**config.mk**
```make
export PLATFORM = sky130hd
export DESIGN_NAME = mc_main_control
export DESIGN_NICKNAME = d
export VERILOG_FILES = /design/src/rtl/mc_main_control.sv
export SDC_FILE = /design/constraint.sdc
export NUM_CORES = 1
export LEC_CHECK = 0
export CAP_MARGIN = 30
export CORE_MARGIN = 3
export CORE_UTILIZATION = 35
export DETAILED_ROUTE_END_ITERATION = 16
export PLACE_DENSITY = 0.85
export SYNTH_ARGS = -nofsm -noshare
export SYNTH_HDL_FRONTEND = slang
export SYNTH_SLANG_ARGS = --single-unit
```
**constraint.sdc**
```tcl
create_clock -name clk -period 1.9 [get_ports clk]
set_input_delay 0.19 -clock clk [delete_from_list [all_inputs] [get_ports clk]]
set_output_delay 0.19 -clock clk [all_outputs]
set_load 0.05 [all_outputs]
```
**src/rtl/mc_main_control.sv**
```systemverilog
// Multi-cycle MIPS main control FSM: sequences ALU, register file, IR and the unified memory port.
// Optional addi support is built when the MCTRL_ADDI_EN macro is defined.
module mc_main_control #(
  parameter int OP_W = 6
) (
  input  logic            clk,
  input  logic            rst_n,
  input  logic [OP_W-1:0] opcode,
  input  logic            zero,
  input  logic            mem_ready,
  output logic            mem_req,
  output logic            mem_write,
  output logic            iord,
  output logic            ir_write,
  output logic            pc_en,
  output logic [1:0]      pc_src,
  output logic            alu_src_a,
  output logic [1:0]      alu_src_b,
  output logic [1:0]      alu_op,
  output logic            reg_write,
  output logic            reg_dst,
  output logic            mem_to_reg,
  output logic            illegal_op,
  output logic [3:0]      state_o
);

  typedef enum logic [3:0] {
    S_IDLE    = 4'd0,
    S_FETCH   = 4'd1,
    S_DECODE  = 4'd2,
    S_MEMADR  = 4'd3,
    S_MEMRD   = 4'd4,
    S_MEMWB   = 4'd5,
    S_MEMWR   = 4'd6,
    S_RTYPEEX = 4'd7,
    S_RTYPEWB = 4'd8,
    S_BEQEX   = 4'd9,
    S_JEX     = 4'd10,
    S_ADDIEX  = 4'd11,
    S_ADDIWB  = 4'd12,
    S_TRAP    = 4'd13,
    S_UNUSED0 = 4'd14,
    S_UNUSED1 = 4'd15
  } state_t;

  localparam logic [OP_W-1:0] OP_LW   = OP_W'(6'b100011);
  localparam logic [OP_W-1:0] OP_SW   = OP_W'(6'b101011);
  localparam logic [OP_W-1:0] OP_RTYP = OP_W'(6'b000000);
  localparam logic [OP_W-1:0] OP_BEQ  = OP_W'(6'b000100);
  localparam logic [OP_W-1:0] OP_J    = OP_W'(6'b000010);
`ifdef MCTRL_ADDI_EN
  localparam logic [OP_W-1:0] OP_ADDI = OP_W'(6'b001000);
`endif

  state_t state_r;
  state_t state_nxt_s;
  logic   illegal_r;
  logic   pc_write_s;
  logic   branch_s;

  // State register and sticky illegal-opcode flag; reset clears both without a clock edge
  always_ff @(posedge clk or negedge rst_n) begin
    if (!rst_n) begin
      state_r   <= S_IDLE;
      illegal_r <= 1'b0;
    end else begin
      state_r   <= state_nxt_s;
      illegal_r <= illegal_r | (state_nxt_s == S_TRAP);
    end
  end

  // Next-state logic and Moore control decode (FETCH strobes gated by mem_ready)
  always_comb begin
    state_nxt_s = state_r;
    mem_req     = 1'b0;
    mem_write   = 1'b0;
    iord        = 1'b0;
    ir_write    = 1'b0;
    pc_write_s  = 1'b0;
    branch_s    = 1'b0;
    pc_src      = 2'b00;
    alu_src_a   = 1'b0;
    alu_src_b   = 2'b00;
    alu_op      = 2'b00;
    reg_write   = 1'b0;
    reg_dst     = 1'b0;
    mem_to_reg  = 1'b0;
    case (state_r)
      S_IDLE: begin
        state_nxt_s = S_FETCH;
      end
      S_FETCH: begin
        mem_req    = 1'b1;
        alu_src_b  = 2'b01;
        ir_write   = mem_ready;
        pc_write_s = mem_ready;
        if (mem_ready) begin
          state_nxt_s = S_DECODE;
        end else begin
          state_nxt_s = S_FETCH;
        end
      end
      S_DECODE: begin
        alu_src_b = 2'b11;
        case (opcode)
          OP_LW:   state_nxt_s = S_MEMADR;
          OP_SW:   state_nxt_s = S_MEMADR;
          OP_RTYP: state_nxt_s = S_RTYPEEX;
          OP_BEQ:  state_nxt_s = S_BEQEX;
          OP_J:    state_nxt_s = S_JEX;
`ifdef MCTRL_ADDI_EN
          OP_ADDI: state_nxt_s = S_ADDIEX;
`endif
          default: state_nxt_s = S_TRAP;
        endcase
      end
      S_MEMADR: begin
        alu_src_a = 1'b1;
        alu_src_b = 2'b10;
        if (opcode == OP_SW) begin
          state_nxt_s = S_MEMWR;
        end else begin
          state_nxt_s = S_MEMRD;
        end
      end
      S_MEMRD: begin
        mem_req = 1'b1;
        iord    = 1'b1;
        if (mem_ready) begin
          state_nxt_s = S_MEMWB;
        end else begin
          state_nxt_s = S_MEMRD;
        end
      end
      S_MEMWB: begin
        reg_write   = 1'b1;
        mem_to_reg  = 1'b1;
        state_nxt_s = S_FETCH;
      end
      S_MEMWR: begin
        mem_req   = 1'b1;
        mem_write = 1'b1;
        iord      = 1'b1;
        if (mem_ready) begin
          state_nxt_s = S_FETCH;
        end else begin
          state_nxt_s = S_MEMWR;
        end
      end
      S_RTYPEEX: begin
        alu_src_a   = 1'b1;
        alu_op      = 2'b10;
        state_nxt_s = S_RTYPEWB;
      end
      S_RTYPEWB: begin
        reg_write   = 1'b1;
        reg_dst     = 1'b1;
        state_nxt_s = S_FETCH;
      end
      S_BEQEX: begin
        alu_src_a   = 1'b1;
        alu_op      = 2'b01;
        pc_src      = 2'b01;
        branch_s    = 1'b1;
        state_nxt_s = S_FETCH;
      end
      S_JEX: begin
        pc_src      = 2'b10;
        pc_write_s  = 1'b1;
        state_nxt_s = S_FETCH;
      end
`ifdef MCTRL_ADDI_EN
      S_ADDIEX: begin
        alu_src_a   = 1'b1;
        alu_src_b   = 2'b10;
        state_nxt_s = S_ADDIWB;
      end
      S_ADDIWB: begin
        reg_write   = 1'b1;
        state_nxt_s = S_FETCH;
      end
`endif
      S_TRAP: begin
        state_nxt_s = S_TRAP;
      end
      default: begin
        state_nxt_s = S_FETCH;
      end
    endcase
  end

  assign pc_en      = pc_write_s | (branch_s & zero);
  assign illegal_op = illegal_r;
  assign state_o    = state_r;

endmodule

```
==> metrics.txt <==
Setup violations, final=0; Seq/Total Area, Yosys=0.2564; Hold Buf Count CTS=0; cells along the critical path=clkdlybuf4s50_1; drt drc=0; post-route clock period utilization=0.9513; global route total overflow=0; DRT Pass-1 Iters=4; FP Rows=12; Ports=30; clk_lat worst skew=about 250 ps; Top FF cell, synth=dfrtp_1; syn_nets=76; Worst Path Required=1710 ps; Max-Cap Viols=0; core area=1201 um2; GP Congestion=0.8097; Clock Skew=2.787 ps; max_slew headroom=0.6676; Detailed Route WL=1678 um; post-route ant nets=0; worst hold-check slack=156.1 ps; Distinct cells, synth=27; length in cells of the worst reg-to-reg path=4; Vias/cell=5.750; Die H=between 40 and 50 um; Worst VDD drop=1.223 mV; Mapped Cells=between 60 and 70; pin count of the biggest net entering global routing=13; share of cells above drive strength 1=0.3878; most common library cell in the layout ignoring fill and taps=buf_12; diode count=0; post-CTS sizing=0; top cells by area, synth=dfrtp_1 (26%), nor2_1 (9.2%), nand2b_1 (6.4%), a211o_1 (5.4%), a21oi_1 (5.1%); vias in the first global route=628; die area=1878 um2; Arr. time, crit path=around 1600 ps; share of the synthesized area in the top cell type=0.2564; initial core utilization=0.4063; worst-case clock buffer depth=2; Final Worst Setup Slack=around 90 ps; Post-synth EDFFs=0; Layout Utilization=0.8552; CTS buffer count=3; placed instance count=108; Routed wire per std cell=between 10 and 15 um; CTS tree=done; min Tclk post-route=1807 ps; Yosys warning total=0; total stage count of the critical path=1; clock root cell=clkbuf_4; Pleak=0.4141 nW; postcts setup bufs=0; post-synthesis cell area=488.0 um2; area occupied by multi-input gates=395.4 um2; Synth async-reset ratio=1.000; Layout area overhead=110.5%; hold crit path type=input pin to asynchronous set/reset pin; Horiz. Die Dim=43.34 um; Mapped Avg Cell Area=between 7 and 8 um2; Yosys reg bits=5; # nets final=109; Final Max Tran Viols=0; Storage cell area=128.9 um2; CP endpoint kind=output pin; commonest cells after routing, fill and taps aside=buf_12 (14), clkdlybuf4s50_1 (13), nor2_1 (7); clk slew on worst S/H paths=50 ps; FILL cells=74; max incr delay on CP=860 ps; first-pass GRT wire length=2773 um; Setup CP Type=register to output pin; via count=644; crit path buf inv count=1; critical path peak fanout=10; PwrDens=1976 nW/um2; DP HPWL=1379 um; # port buffers=29; Max stage delay cell, worst path=clkdlybuf4s50_1; setup TNS=0 ps; Yosys top cell by area=dfrtp_1; setup slack at placement=80.71 ps; delay-heaviest family, CP=buffers and inverters; First DRT Iteration DRCs=25; initial antenna violation count=0; RSZ-0062 raised after global routing=false; CTS sink count=5; CP Launch Type=register; Fmax=between 0.5 and 0.6 GHz; GRT Overall Usage=0.1952; status=complete, no violations; worst slew pin tran=497.0 ps; H-tree depth=1; non-filler instance count after layout=112; final hold violation count=0
## Yosys cell counts, types with 2 or more instances
cell type,instances
dfrtp_1,5
a211o_1,3
o21ai_1,2
o21bai_1,2
nand2b_1,5
o21a_1,2
nor3_1,3
nand2_1,4
buf_4,3
nand3_1,2
a41oi_1,2
inv_1,3
a21oi_1,5
nor2_1,12
## power by group
group	leakage [nW]	switching [mW]	internal (mW)
Combinational	0.339	0.920	0.702
Sequential	0.0598	0.124	0.154
Clock	0.0150	0.0494	0.0798
Total	0.414	1.09	0.936
## cell families after synthesis
group / count (synthesis) / synth area share
buffers and inverters: 7 / 0.07691
DFF: 5 / 0.2564
AOI/OAI and AO/OA: 21 / 0.3205
and+or+nand+nor: 33 / 0.3462
## through the flow
step	power, mW	area (um2)
3_5_place_dp	1.901	1001
2_1_floorplan	1.260	575.6
3_3_place_gp	1.869	1001
4_1_cts	2.038	1027
6_report	2.030	1027
5_1_grt	2.121	1027
## worst paths after layout
check                           start          to  slack (ps)
max                        state_o[3]  state_o[3]          90
min                             rst_n  state_o[0]         160
max reg2reg                state_o[0]  state_o[1]         360
min reg2reg                illegal_op  illegal_op         600
max in group asynchronous       rst_n  state_o[3]        1540
min in group clk           illegal_op  illegal_op         600
## flip-flops by register name, indices dropped and copies added (netlist names)
signal,flops
state_o,4
illegal_op,1
## layer usage
metal	share of wire	GRT usage	vias up
met1	0.43	0.2494	292
li1	-	-	311
met3	0.073	0.02905	2
met2	0.49	0.3274	39
met5	0	0	-
met4	0.0060	0.07831	0
## cell type report
type                       instances  share of cell area
tap                               14             0.01705
sequential                         5              0.1255
timing repair buffer              32              0.4361
multi-input combinational         54              0.3849
inverter                           3             0.01096
clock buffer                       4             0.02558
No activity file was read; power rests on OpenSTA's default activity.
